### src/rtl/uart_frame_parser.sv
// uart_frame_parser
//   Delimits framed debug commands (SYNC, LEN, payload[, CHK]) arriving from the
//   UART receiver FIFO and forwards payload bytes as a valid/ready stream. The
//   final byte of each frame carries frm_last, and frm_err marks a bad frame.
//   Optional feature macro: UART_FRAME_PARSER_CHECKSUM_EN (trailing XOR CHK byte).
// Ports
//   clk, rst                  clock, synchronous active-high reset
//   byte_in_data/valid        byte from upstream FIFO (always accepted)
//   byte_in_ready             read request to upstream FIFO (1-cycle read latency)
//   frm_data/valid/last/err   payload stream out; frm_ready is the downstream accept
//   stat_frames/stat_errors   saturating good / bad frame counters
module uart_frame_parser #(
  parameter logic [7:0]  SYNC_BYTE      = 8'hA5,
  parameter int unsigned MAX_LEN        = 64,
  parameter int unsigned TIMEOUT_CYCLES = 100000,
  parameter int unsigned OUT_DEPTH      = 2
) (
  input  logic        clk,
  input  logic        rst,
  input  logic [7:0]  byte_in_data,
  input  logic        byte_in_valid,
  output logic        byte_in_ready,
  output logic [7:0]  frm_data,
  output logic        frm_valid,
  output logic        frm_last,
  output logic        frm_err,
  input  logic        frm_ready,
  output logic [15:0] stat_frames,
  output logic [15:0] stat_errors
);

  localparam int unsigned TW = (TIMEOUT_CYCLES > 1) ? $clog2(TIMEOUT_CYCLES) : 1;
  localparam int unsigned PW = (OUT_DEPTH > 1) ? $clog2(OUT_DEPTH) : 1;
  localparam int unsigned CW = $clog2(OUT_DEPTH + 1);
  localparam logic [7:0]    MAX_LEN_B = 8'(MAX_LEN);
  localparam logic [TW-1:0] TMO_LAST  = TW'(TIMEOUT_CYCLES - 1);

  typedef enum logic [1:0] {
    S_IDLE,
    S_LEN,
    S_PAYLOAD
`ifdef UART_FRAME_PARSER_CHECKSUM_EN
    , S_CHK
`endif
  } state_e;

  typedef struct packed {
    logic       last;
    logic       err;
    logic [7:0] data;
  } ent_t;

  state_e          state_q, state_d;
  logic [7:0]      rem_q, rem_d;
  logic            held_vld_q, held_vld_d;
  logic [7:0]      held_q, held_d;
  logic [TW-1:0]   tmo_q, tmo_d;
  logic [15:0]     frames_q, frames_d, errors_q, errors_d;
  logic            rdy_q;
  ent_t            mem_q [OUT_DEPTH];
  logic [PW-1:0]   wr_ptr_q, wr_ptr_d, rd_ptr_q, rd_ptr_d, wr_b_ptr;
  logic [CW-1:0]   cnt_q, cnt_d;
  logic [CW:0]     occ_sum;
  logic            timeout, len_bad, pop;
  logic            push_a, push_b, inc_frames, inc_errors;
  ent_t            ent_a, ent_b, head;
`ifdef UART_FRAME_PARSER_CHECKSUM_EN
  logic [7:0]      xor_q, xor_d;
  logic            chk_bad;
  assign chk_bad = (byte_in_data != xor_q);
`endif

  function automatic logic [PW-1:0] ptr_inc(input logic [PW-1:0] p);
    return (p == PW'(OUT_DEPTH - 1)) ? '0 : p + 1'b1;
  endfunction

  assign timeout = (state_q != S_IDLE) && (tmo_q == TMO_LAST);
  assign len_bad = (byte_in_data == 8'd0) || (byte_in_data > MAX_LEN_B);

  // State register
  always_ff @(posedge clk) begin
    if (rst) state_q <= S_IDLE;
    else     state_q <= state_d;
  end

  // Next-state logic; timeout wins over a byte arriving in the same cycle
  always_comb begin
    state_d = state_q;
    if (timeout) begin
      state_d = S_IDLE;
    end else if (byte_in_valid) begin
      case (state_q)
        S_IDLE:    if (byte_in_data == SYNC_BYTE) state_d = S_LEN;
        S_LEN:     state_d = len_bad ? S_IDLE : S_PAYLOAD;
        S_PAYLOAD: if (rem_q == 8'd1) begin
`ifdef UART_FRAME_PARSER_CHECKSUM_EN
          state_d = S_CHK;
`else
          state_d = S_IDLE;
`endif
        end
`ifdef UART_FRAME_PARSER_CHECKSUM_EN
        S_CHK:     state_d = S_IDLE;
`endif
        default:   state_d = S_IDLE;
      endcase
    end
  end

  // Output / datapath logic. The newest payload byte waits in the hold
  // register so it can be tagged last/err once the frame outcome is known.
  always_comb begin
    push_a     = 1'b0;
    push_b     = 1'b0;
    ent_a      = '0;
    ent_b      = '0;
    inc_frames = 1'b0;
    inc_errors = 1'b0;
    rem_d      = rem_q;
    held_d     = held_q;
    held_vld_d = held_vld_q;
    tmo_d      = (state_q == S_IDLE || byte_in_valid || timeout) ? '0 : tmo_q + 1'b1;
`ifdef UART_FRAME_PARSER_CHECKSUM_EN
    xor_d      = (state_q == S_IDLE) ? '0 : xor_q;
`endif
    if (timeout) begin
      inc_errors = 1'b1;
      held_vld_d = 1'b0;
      if (held_vld_q) begin
        push_a = 1'b1;
        ent_a  = '{last: 1'b1, err: 1'b1, data: held_q};
      end
    end else if (byte_in_valid) begin
      case (state_q)
        S_LEN: begin
          if (len_bad) inc_errors = 1'b1;
          else         rem_d = byte_in_data;
`ifdef UART_FRAME_PARSER_CHECKSUM_EN
          xor_d = xor_q ^ byte_in_data;
`endif
        end
        S_PAYLOAD: begin
          if (held_vld_q) begin
            push_a = 1'b1;
            ent_a  = '{last: 1'b0, err: 1'b0, data: held_q};
          end
          held_d     = byte_in_data;
          held_vld_d = 1'b1;
          rem_d      = rem_q - 8'd1;
`ifdef UART_FRAME_PARSER_CHECKSUM_EN
          xor_d = xor_q ^ byte_in_data;
`else
          if (rem_q == 8'd1) begin
            push_b     = 1'b1;
            ent_b      = '{last: 1'b1, err: 1'b0, data: byte_in_data};
            held_vld_d = 1'b0;
            inc_frames = 1'b1;
          end
`endif
        end
`ifdef UART_FRAME_PARSER_CHECKSUM_EN
        S_CHK: begin
          push_a     = 1'b1;
          ent_a      = '{last: 1'b1, err: chk_bad, data: held_q};
          held_vld_d = 1'b0;
          inc_errors = chk_bad;
          inc_frames = !chk_bad;
        end
`endif
        default: ;
      endcase
    end
    frames_d = (inc_frames && frames_q != '1) ? frames_q + 16'd1 : frames_q;
    errors_d = (inc_errors && errors_q != '1) ? errors_q + 16'd1 : errors_q;
  end

  // Output FIFO bookkeeping: up to two pushes (held + final byte) and one pop per cycle
  always_comb begin
    pop      = (cnt_q != '0) && frm_ready;
    wr_b_ptr = push_a ? ptr_inc(wr_ptr_q) : wr_ptr_q;
    wr_ptr_d = push_b ? ptr_inc(wr_b_ptr) : wr_b_ptr;
    rd_ptr_d = pop ? ptr_inc(rd_ptr_q) : rd_ptr_q;
    cnt_d    = cnt_q + CW'(push_a) + CW'(push_b) - CW'(pop);
  end

  always_ff @(posedge clk) begin
    if (rst) begin
      for (int unsigned i = 0; i < OUT_DEPTH; i++) mem_q[i] <= '0;
      wr_ptr_q   <= '0;
      rd_ptr_q   <= '0;
      cnt_q      <= '0;
      rem_q      <= '0;
      held_q     <= '0;
      held_vld_q <= 1'b0;
      tmo_q      <= '0;
      frames_q   <= '0;
      errors_q   <= '0;
      rdy_q      <= 1'b0;
    end else begin
      if (push_a) mem_q[wr_ptr_q] <= ent_a;
      if (push_b) mem_q[wr_b_ptr] <= ent_b;
      wr_ptr_q   <= wr_ptr_d;
      rd_ptr_q   <= rd_ptr_d;
      cnt_q      <= cnt_d;
      rem_q      <= rem_d;
      held_q     <= held_d;
      held_vld_q <= held_vld_d;
      tmo_q      <= tmo_d;
      frames_q   <= frames_d;
      errors_q   <= errors_d;
      rdy_q      <= byte_in_ready;
    end
  end

`ifdef UART_FRAME_PARSER_CHECKSUM_EN
  always_ff @(posedge clk) begin
    if (rst) xor_q <= '0;
    else     xor_q <= xor_d;
  end
`endif

  // A byte requested last cycle is still in flight; the spare entry absorbs
  // the double push when the final byte releases the hold register as well.
  // Gated by rst so no read request is issued while the parser is held in reset.
  assign occ_sum       = {1'b0, cnt_q} + {{CW{1'b0}}, rdy_q};
  assign byte_in_ready = !rst && (occ_sum < (CW+1)'(OUT_DEPTH - 1));

  assign head        = mem_q[rd_ptr_q];
  assign frm_valid   = (cnt_q != '0);
  assign frm_data    = head.data;
  assign frm_last    = frm_valid & head.last;
  assign frm_err     = frm_valid & head.err;
  assign stat_frames = frames_q;
  assign stat_errors = errors_q;

endmodule

### config.mk
export PLATFORM = sky130hd
export DESIGN_NAME = uart_frame_parser
export DESIGN_NICKNAME = d
export VERILOG_FILES = /design/src/rtl/uart_frame_parser.sv
export SDC_FILE = /design/constraint.sdc
export NUM_CORES = 1
export LEC_CHECK = 0
export BUFFER_PORTS_ARGS = -buffer_cell sky130_fd_sc_hd__buf_4
export CORE_ASPECT_RATIO = 2
export CORE_UTILIZATION = 32
export CTS_CLUSTER_SIZE = 25
export DETAILED_ROUTE_END_ITERATION = 8
export PLACE_DENSITY_LB_ADDON = 0.3
export SLEW_MARGIN = 20
export SYNTH_ARGS = -nofsm -noshare
export SYNTH_HDL_FRONTEND = slang
export SYNTH_SLANG_ARGS = --single-unit
### constraint.sdc
create_clock -name clk -period 4.8 [get_ports clk]
set_input_delay 0.48 -clock clk [delete_from_list [all_inputs] [get_ports clk]]
set_output_delay 0.48 -clock clk [all_outputs]
set_load 0.01 [all_outputs]
---- Word-level counts from Yosys, hierarchy flattened ----
Memories as Yosys holds them, arrays and structs flattened. A register that Yosys moved wholly into a read port is not among the register bits.
Cells that the tools add are included.
storage, ports and cells
  register bits ........................... 73
  RAM bits ................................ 20
  bits of input ports ..................... 12
  output and inout bits ................... 44
  logic and storage cells ................. 109
  memories kept ........................... 1
memory list
  memory  words  width  rd ports  clocked after memory_dff  write ports  line  RTL
  mem_q   2      10     1         1                         2            60    ent_t mem_q [OUT_DEPTH];
operators by class
  add/sub/neg operators ................... 11
  $lt $le $gt $ge ......................... 2
  eq/ne operators ......................... 10
  multiplexer cells ....................... 49
  bitwise logic cells ..................... 3
  reduce and logical (&&, ||, !) cells .... 22
operators by type and width
  operator                 number
  $mux W10                 8
  $add A16 B1 Y16 const B  2
  $mux W1                  32
  $mux W8                  4
  $ne A16 B16 Y1 const B   2
  $reduce_or A10 Y1        2
  $add A17 B1 Y17 const B  1
  $eq A17 B17 Y1 const B   1
  $pmux W8 S2              1
  $eq A8 B1 Y1 const B     1
  $eq A8 B8 Y1 const B     1
  $gt A8 B7 Y1 const B     1
  $logic_not A8 Y1         1
  $sub A8 B1 Y8 const B    1
  $mux W2                  3
  $ne A2 B2 Y1 const B     3
  $pmux W2 S3              1
  $reduce_and A3 Y1        2
  $reduce_bool A2 Y1       3
  $logic_and A1 B1 Y1      5
  $add A2 B1 Y2            2
  $reduce_and A4 Y1        1
  $reduce_or A2 Y1         2
  $add A1 B1 Y1 const B    3
  other kinds (11)         14

---- Logic depth before layout (Yosys ltp) ----
Gate-level depths: netlist (run 1).
  depth in word-level cells ............... 10
  mapped depth ............................ 14
  mapped depth without buffers ............ 13

---- Worst setup path after synthesis (run 1) ----
No wires, ideal clock.
  path type ............................... register to register
  start point ............................. reg state_q[0]
  end point ............................... reg cnt_q[1]
  setup time .............................. 128 ps
  data arrival time ....................... 2814 ps
  data required time ...................... 4672 ps
  path slack .............................. 1858 ps
  stages on the path, launching flop included .. 15
  buffers on the path ..................... 1
  period minus slack after synthesis ...... 2942 ps
  cell sequence ........................... dfxtp_1 > inv_1 > ha_1 > or4_4 > nor3_2 > and2_1 > buf_6 > a21oi_1 > nand2b_1 > ha_1 > inv_1 > fa_1 > xor2_1 > xnor2_1 > nor2_1
between the ends
  longest elaborated chain between the ends .. 7
  elaborated cells on any way between the ends .. 12
  classes of those cells .................. 3 x add/sub; 1 x eq/ne; 6 x mux; 2 x reduce/logical
RTL lines
  element                 line  RTL
  start, declared         53    state_e state_q, state_d;
  start signal, assigned  83    else state_q <= state_d;
  $eq A2 B2 Y1            134   case (state_q)
  $mux W1                 134
  $mux W1                 133   end else if (byte_in_valid) begin
  $mux W1                 126   if (timeout) begin
  $add A2 B1 Y2           183   cnt_d = cnt_q + CW'(push_a) + CW'(push_b) - CW'(pop);
  $add A2 B1 Y2 *         183
  $sub A2 B1 Y2 *         183
  end signal, assigned    204   cnt_q <= cnt_d;
  end, declared           62    logic [CW-1:0] cnt_q, cnt_d;
Every way passes the cells marked *; elsewhere a longest branch is shown, timed or not.
A chain may end at the register's enable or synchronous reset.

---- Worst setup path after layout (run 1) ----
Same ends and word-level chain as after synthesis.

==> summary.md, run 1 <==
| Metric | Value |
|---|---|
| Status | `complete, no violations` |
| Worst Path Buf+Inv | `2` |
| Startpoint Class | `flip-flop` |
| Ant diodes | `0` |
| Hold endpoint | `held_q[1]$_SDFFE_PP0P_` |
| Multiplexer area fraction after synthesis | `0.0520` |
| CP Class | `flip-flop to flip-flop` |
| Non-filler cells, final | `740` |
| Nets | `569` |
| DRC Markers | `0` |
| Unrepaired setup endpoints after global routing | `false` |
| Syn Std Cell Area | `4620 um^2` |
| Clk_skew | `0.0133 ns` |
| Synth Area in Adders | `0.0314` |
| Initial antenna violation count | `0` |
| Clock Sinks | `94` |
| Worst-path maximum fanout | `10` |
| H-tree levels | `3` |
| Avg WL per Cell | `14.5 um` |
| Area Overhead vs Synth | `18.6%` |
| Share of the yosys chip area belonging to registers | `0.447` |
| Max Freq | `0.295 GHz` |
| Inst Count DP | `724` |
| Worst vdd ir | `144 uV` |
| Max-slew headroom | `0.320` |
| Distinct cells, synth | `56` |
| Largest net degree at the start of global routing | `63` |
| PortBufs | `55` |
| Post-route ant nets | `0` |
| Reg-to-reg slack, setup | `1.41 ns` |
| Post-route minimum period | `3.39 ns` |
| Die X | `86.9 um` |
| Post-synth top area share | `0.330` |
| Hold WC Path Type | `input port to flip-flop` |
| DRT iter0 DRCs | `293` |
| CTS Buf Count | `9` |
| Max-cap viol count | `0` |
| Top post-synthesis cells by area | `dfxtp_1 33%, edfxtp_1 12%, xor2_1 4.7%` |
| Post-Syn Area per Cell | `9.23 um^2` |
| R2R cell count | `13` |
| Clock transition at the registers of the reported paths | `0.07 ns` |
| Critical Path, Cell by Cell | `inv_1, ha_1, or4_4, nor3_2, and2_1, a21oi_1, nand2b_1, ha_1, inv_1, fa_1, xor2_1, xnor2_1, nor2_1` |
| Hold Startpoint | `byte_in_data[1]` |
| Die Span Y | `172 um` |
| Top cell family by delay on the critical path | `simple AND/OR/NAND/NOR gates` |
| Die footprint | `14,900 um^2` |
| Top_reg_cell synth | `dfxtp_1` |
| First-pass GRT wire length | `17,700 um` |
| Clk root buf | `clkbuf_16` |
| #FFs+latches synth | `94` |
| Worst R2R Start | `state_q[0]$_SDFFE_PP0P_` |
| Final setup violation count | `0` |
| Synth Instances | `500` |
| Worst-margin pin slew | `1.02 ns` |
| Clock Path Buffers | `2` |
| CP peak stage delay | `0.55 ns` |
| Endpoints failing hold | `0` |
| Largest area contributor in the netlist | `dfxtp_1` |
| Synthesized Nets | `523` |
| End of the worst register-to-register path | `cnt_q[1]$_SDFF_PP0_` |
| Boundary Pins | `56` |
| Required @ worst endpoint | `5.00 ns` |
| Via count | `3,888` |
| Lkg Pwr | `1.96 nW` |
| XOR/XNOR Fraction of Synth Area | `0.0569` |
| Total GRT Usage | `0.151` |
| Site Rows | `61` |
| Vias in the first global route | `3,745` |
| Core area | `14,000 um^2` |
| Async SR Flop Fraction | `0` |
| Slew Limit Fails | `0` |
| Arr. time, crit path | `3.59 ns` |
| Compound-Gate Fraction of Synth Area | `0.149` |
| Synth Area in Simple Gates | `0.229` |
| First drt pass iteration count | `4` |
| Post_cts resized | `0` |
| Congestion Overflow GR | `0` |
| CTS tree | `built` |
| Slowest stage cell on the critical path | `or4_4` |
| Setup TNS | `0 ns` |
| Placer congestion estimate | `0.837` |
| Number of synthesized flops with an enable pin | `18` |
| Post-CTS Setup Bufs | `0` |
| Synth warn | `0` |
| Vias/cell | `5.25` |
| Hold Buf Count CTS | `0` |
| Worst Hold Path Cells | `3` |
| Critical Path End Type | `flip-flop` |
| Largest family of logic cells by synthesized area | `simple AND/OR/NAND/NOR gates` |
| Initial Utilization | `0.331` |
| Power density cells | `312 nW/um^2` |
| Fin crit share | `0.705` |
| Worst skew pair latency | `0.34 ns` |
| Layout cells sized above 1 | `0.163` |
| Post-detailed-placement half-perimeter wirelength | `7880 um` |
| WL final | `10,700 um` |
[cells by family (layout without fill, tap and decap cells)]
kind of cell / Yosys count / after routing
AO/OA/AOI/OAI: 105 / 105
XOR/XNOR: 30 / 30
adder cells (fa/ha/maj): 11 / 11
buffers and inverters: 37 / 88
flip-flops: 94 / 94
multiplexers: 23 / 23
AND/OR/NAND/NOR: 200 / 200
[flip-flops by register name, summed over array words and instances, names as in the netlist, named ones only]
signal / count
mem_q: 20
tmo_q: 17
stat_errors: 16
stat_frames: 16
held_q: 8
rem_q: 8
cnt_q: 2
state_q: 2
held_vld_q: 1
rd_ptr_q: 1
rdy_q: 1
wr_ptr_q: 1
[layout make-up]
class / count / area (um^2)
Fill cell: 1394 / 8490
Multi-Input combinational cell: 369 / 2390
Sequential cell: 94 / 2060
Timing Repair Buffer: 58 / 435
Clock buffer: 11 / 254
Tap cell: 189 / 236
Inverter: 14 / 52.6
Clock inverter: 5 / 40.0
[worst max path at each step]
stage                            start                   to  slack (ns)  cells after the start
2_1_floorplan  state_q[0]$_SDFFE_PP0P_  cnt_q[1]$_SDFF_PP0_        1.86                     14
3_3_place_gp   state_q[0]$_SDFFE_PP0P_  cnt_q[1]$_SDFF_PP0_        1.54                     13
3_5_place_dp   state_q[0]$_SDFFE_PP0P_  cnt_q[1]$_SDFF_PP0_        1.42                     13
4_1_cts        state_q[0]$_SDFFE_PP0P_  cnt_q[1]$_SDFF_PP0_        1.40                     13
5_1_grt        state_q[0]$_SDFFE_PP0P_  cnt_q[1]$_SDFF_PP0_        1.17                     13
6_report       state_q[0]$_SDFFE_PP0P_  cnt_q[1]$_SDFF_PP0_        1.41                     13
[cells in the final DEF (no fill, tap or decap), types with 13 or more instances in the layout]
| cell type | n |
|---|---|
| o21ai_0 | 20 |
| mux2i_1 | 15 |
| a21oi_1 | 33 |
| inv_1 | 14 |
| xor2_1 | 25 |
| nand4_1 | 15 |
| nand2_1 | 36 |
| a22o_1 | 16 |
| nor2_1 | 55 |
| nand3_1 | 21 |
| buf_4 | 58 |
| or3_1 | 13 |
| dfxtp_1 | 76 |
| edfxtp_1 | 18 |
[power by group]
group,switching (mW),internal (mW),total (mW)
Combinational,0.0812,0.0825,0.164
Clock,0.312,0.388,0.700
Sequential,0.0211,0.824,0.845
Total,0.414,1.29,1.71
[cells in the mapped netlist (all sizes together) (9+ instances only)]
cell,instances
nor3,9
clkbuf,14
xor2,25
nand3,21
inv,14
o21ai,21
buf,9
nand2,36
and3,10
or3,13
a21oi,34
nand4,15
mux2i,15
a22o,16
ha,10
nor2,55
dfxtp,76
edfxtp,18
[stage by stage]
stage,power [mW],setup WS (ns),area [um^2],utilization,hold slack [ns]
2_1_floorplan,0.959,1.86,4620,-,0.418
3_3_place_gp,1.03,1.54,5180,0.371,0.428
3_5_place_dp,1.03,1.42,5180,0.371,0.439
4_1_cts,1.73,1.40,5480,0.392,0.425
5_1_grt,1.78,1.17,5480,0.392,0.446
6_report,1.71,1.41,5480,0.392,0.432
[routing by layer]
layer	track usage	share of wire	routed length, um	vias up
li1	-	-	-	1916
met1	0.153	0.38	4090	1856
met2	0.287	0.55	5920	90
met3	0.0253	0.029	307	26
met4	0.0826	0.037	393	0
met5	0	0	0	-
[tightest hold or removal path, cell delays in order]
cell     delay, ns
buf_4         0.11
mux2i_1       0.07
nor2_1        0.08
No activity file was read; power rests on OpenSTA's default activity.
==> run 2, diff against run 1 <==
==> constraint.sdc (replaced) <==
create_clock -name clk -period 3.25 [get_ports clk]
set_input_delay 0.325 -clock clk [delete_from_list [all_inputs] [get_ports clk]]
set_output_delay 0.325 -clock clk [all_outputs]
set_load 0.01 [all_outputs]
==> run 2 against run 1 <==
  * Maximum frequency grew 13%
  * Setup slack worse by 1.2 ns
  * Clock skew down 0.0013 ns
  * Critical path type unchanged
  * Largest power group unchanged
==> summary.md, run 2 (synthesized netlist as in run 1, its figures left out) <==
| Metric | Value |
|---|---|
| Hold WC Path Type | `input port to flip-flop` |
| Avg WL per Cell | `14.3 um (-1.4%)` |
| Hold Startpoint | `byte_in_data[4]` |
| Max-slew headroom | `0.314 (-0.00646)` |
| Setup TNS | `0 ns (unchanged)` |
| Worst Path Buf+Inv | `2 (unchanged)` |
| Site Rows | `61 (unchanged)` |
| Arr. time, crit path | `3.21 ns (-0.38 ns)` |
| Largest net degree at the start of global routing | `63 (unchanged)` |
| Initial Utilization | `0.331 (unchanged)` |
| First drt pass iteration count | `4 (unchanged)` |
| Worst skew pair latency | `0.35 ns (about the same)` |
| Largest Register | `mem_q` |
| Power density cells | `451 nW/um^2 (+44%)` |
| Core area | `14,000 um^2 (unchanged)` |
| Max Freq | `0.333 GHz (+13%)` |
| Boundary Pins | `56 (unchanged)` |
| Required @ worst endpoint | `3.46 ns (-1.54 ns)` |
| Lkg Pwr | `1.98 nW (+1.1%)` |
| Die Span Y | `172 um (unchanged)` |
| Clk_skew | `0.0121 ns (-0.00128 ns)` |
| Ant diodes | `0 (unchanged)` |
| Startpoint Class | `flip-flop` |
| CTS tree | `built` |
| Clock Sinks | `94 (unchanged)` |
| Fin crit share | `0.924 (+0.219)` |
| Clock transition at the registers of the reported paths | `0.07 ns (about the same)` |
| Hold Buf Count CTS | `0 (unchanged)` |
| Largest regs | `mem_q: 20 flops, tmo_q: 17 flops` |
| Via count | `3,913 (+0.64%)` |
| Top cell family by delay on the critical path | `simple AND/OR/NAND/NOR gates` |
| Vias in the first global route | `3,837 (+2.5%)` |
| WL final | `10,700 um (-0.42%)` |
| Die X | `86.9 um (unchanged)` |
| Die footprint | `14,900 um^2 (unchanged)` |
| Area Overhead vs Synth | `19.3%` |
| Endpoints failing hold | `0 (unchanged)` |
| Initial antenna violation count | `0 (unchanged)` |
| Worst-path maximum fanout | `4 (-6)` |
| DRC Markers | `0 (unchanged)` |
| Post_cts resized | `0 (unchanged)` |
| Critical Path End Type | `flip-flop` |
| Unrepaired setup endpoints after global routing | `false` |
| Max reg flops | `20 (unchanged)` |
| PortBufs | `55 (unchanged)` |
| Placer congestion estimate | `0.852 (+1.8%)` |
| First-pass GRT wire length | `17,800 um (about the same)` |
| DRT iter0 DRCs | `245 (-16%)` |
| CP Class | `flip-flop to flip-flop` |
| Final setup violation count | `0 (unchanged)` |
| Total GRT Usage | `0.150 (-0.00107)` |
| Reg-to-reg slack, setup | `0.25 ns (-1.17 ns)` |
| Status | `complete, no violations` |
| Critical Path, Cell by Cell | `inv_1, ha_1, or4_4, nor3_2, and2_1, a21oi_1, nand2b_1, ha_1, inv_1, fa_1, xor2_1, xnor2_1, nor2_1` |
| CTS Buf Count | `9 (unchanged)` |
| Net Sw Frac | `0.248 (+0.00570)` |
| H-tree levels | `3 (unchanged)` |
| Nets | `576 (+1.2%)` |
| Congestion Overflow GR | `0 (unchanged)` |
| Highest-count cells in the layout ignoring fill and taps | `76 x dfxtp_1, 65 x buf_4, 55 x nor2_1` |
| Vias/cell | `5.24 (-0.30%)` |
| Slew Limit Fails | `0 (unchanged)` |
| Worst R2R Start | `state_q[0]$_SDFFE_PP0P_` |
| Internal | `1.87 mW (+44%)` |
| Worst-margin pin slew | `1.03 ns (+0.00969 ns)` |
| Max-cap viol count | `0 (unchanged)` |
| Layout cells sized above 1 | `0.172 (+0.00870)` |
| Clock Path Buffers | `2 (unchanged)` |
| Inst Count DP | `731 (+0.97%)` |
| Post-detailed-placement half-perimeter wirelength | `7780 um (-1.3%)` |
| Non-filler cells, final | `747 (+0.95%)` |
| Clock network power share | `0.400 (-0.010)` |
| Slowest stage cell on the critical path | `or4_4` |
| Worst vdd ir | `202 uV (+40%)` |
| CP peak stage delay | `0.55 ns (about the same)` |
| Part of the power in registers | `0.503 (+0.008)` |
| Post-route minimum period | `3.00 ns (-0.383 ns)` |
| Post-route ant nets | `0 (unchanged)` |
| Reported net switching power | `0.616 mW (+49%)` |
| Comb power frac | `0.097 (about the same)` |
| Most common cell after layout, fill and taps aside | `dfxtp_1` |
| Clk root buf | `clkbuf_16` |
| Critical path launch point | `state_q[0]$_SDFFE_PP0P_` |
| Post-CTS Setup Bufs | `0 (unchanged)` |
[run 2: cell count changes in the layout (fill, tap and decap cells not counted), sizes merged]
cell,previous run,this run
buf,58,65
clkinv,3,2
clkinvlp,0,1
[run 2: power groups by stage]
stage | logic [mW] | clock network (mW) | registers, mW
after floorplan | 0.160 | 0 | 1.26
after global routing | 0.265 | 1.06 | 1.26
after CTS | 0.246 | 1.02 | 1.25
after global placement | 0.242 | 0 | 1.28
final | 0.241 | 0.993 | 1.25
after detailed placement | 0.244 | 0 | 1.28
[run 2: metrics by stage]
step	utilization	power [mW]	setup slack (ns)	hold slack [ns]	area [um^2]
2_1_floorplan	-	1.42	0.308	0.418	4620
3_3_place_gp	0.375	1.52	0.300	0.429	5230
3_5_place_dp	0.375	1.52	0.224	0.438	5230
4_1_cts	0.394	2.51	0.212	0.262	5510
5_1_grt	0.394	2.58	0.0295	0.273	5510
6_report	0.394	2.48	0.247	0.267	5510
[run 2: path summary, 6_finish.rpt]
check	endpoint	depth (start not counted)
worst max register to register	cnt_q[1]$_SDFF_PP0_	13
worst min-delay path	held_q[4]$_SDFFE_PP0P_	3
worst max-delay path	cnt_q[1]$_SDFF_PP0_	13
worst min register to register	tmo_q[0]$_SDFF_PP0_	1
[run 2: layer usage]
layer	wire, um	track usage	part of all wire	up-vias
met5	0	0	0	-
met3	245	0.0277	0.023	21
met4	329	0.0804	0.031	0
met1	4150	0.146	0.39	1900
li1	-	-	-	1931
met2	5940	0.290	0.56	61
[run 2: area by class of cell]
class	instances	area, um^2
clock buffer	11	233
multi-input combinational	369	2390
tap	189	236
fill	1415	8460
inverter	14	52.6
clock inverter	5	42.5
timing repair buffer	65	488
sequential	94	2060
[run 2: tightest hold or removal path: stages]
cell and delay, ns:
buf_4 0.11, mux2i_1 0.07, nor2_1 0.07
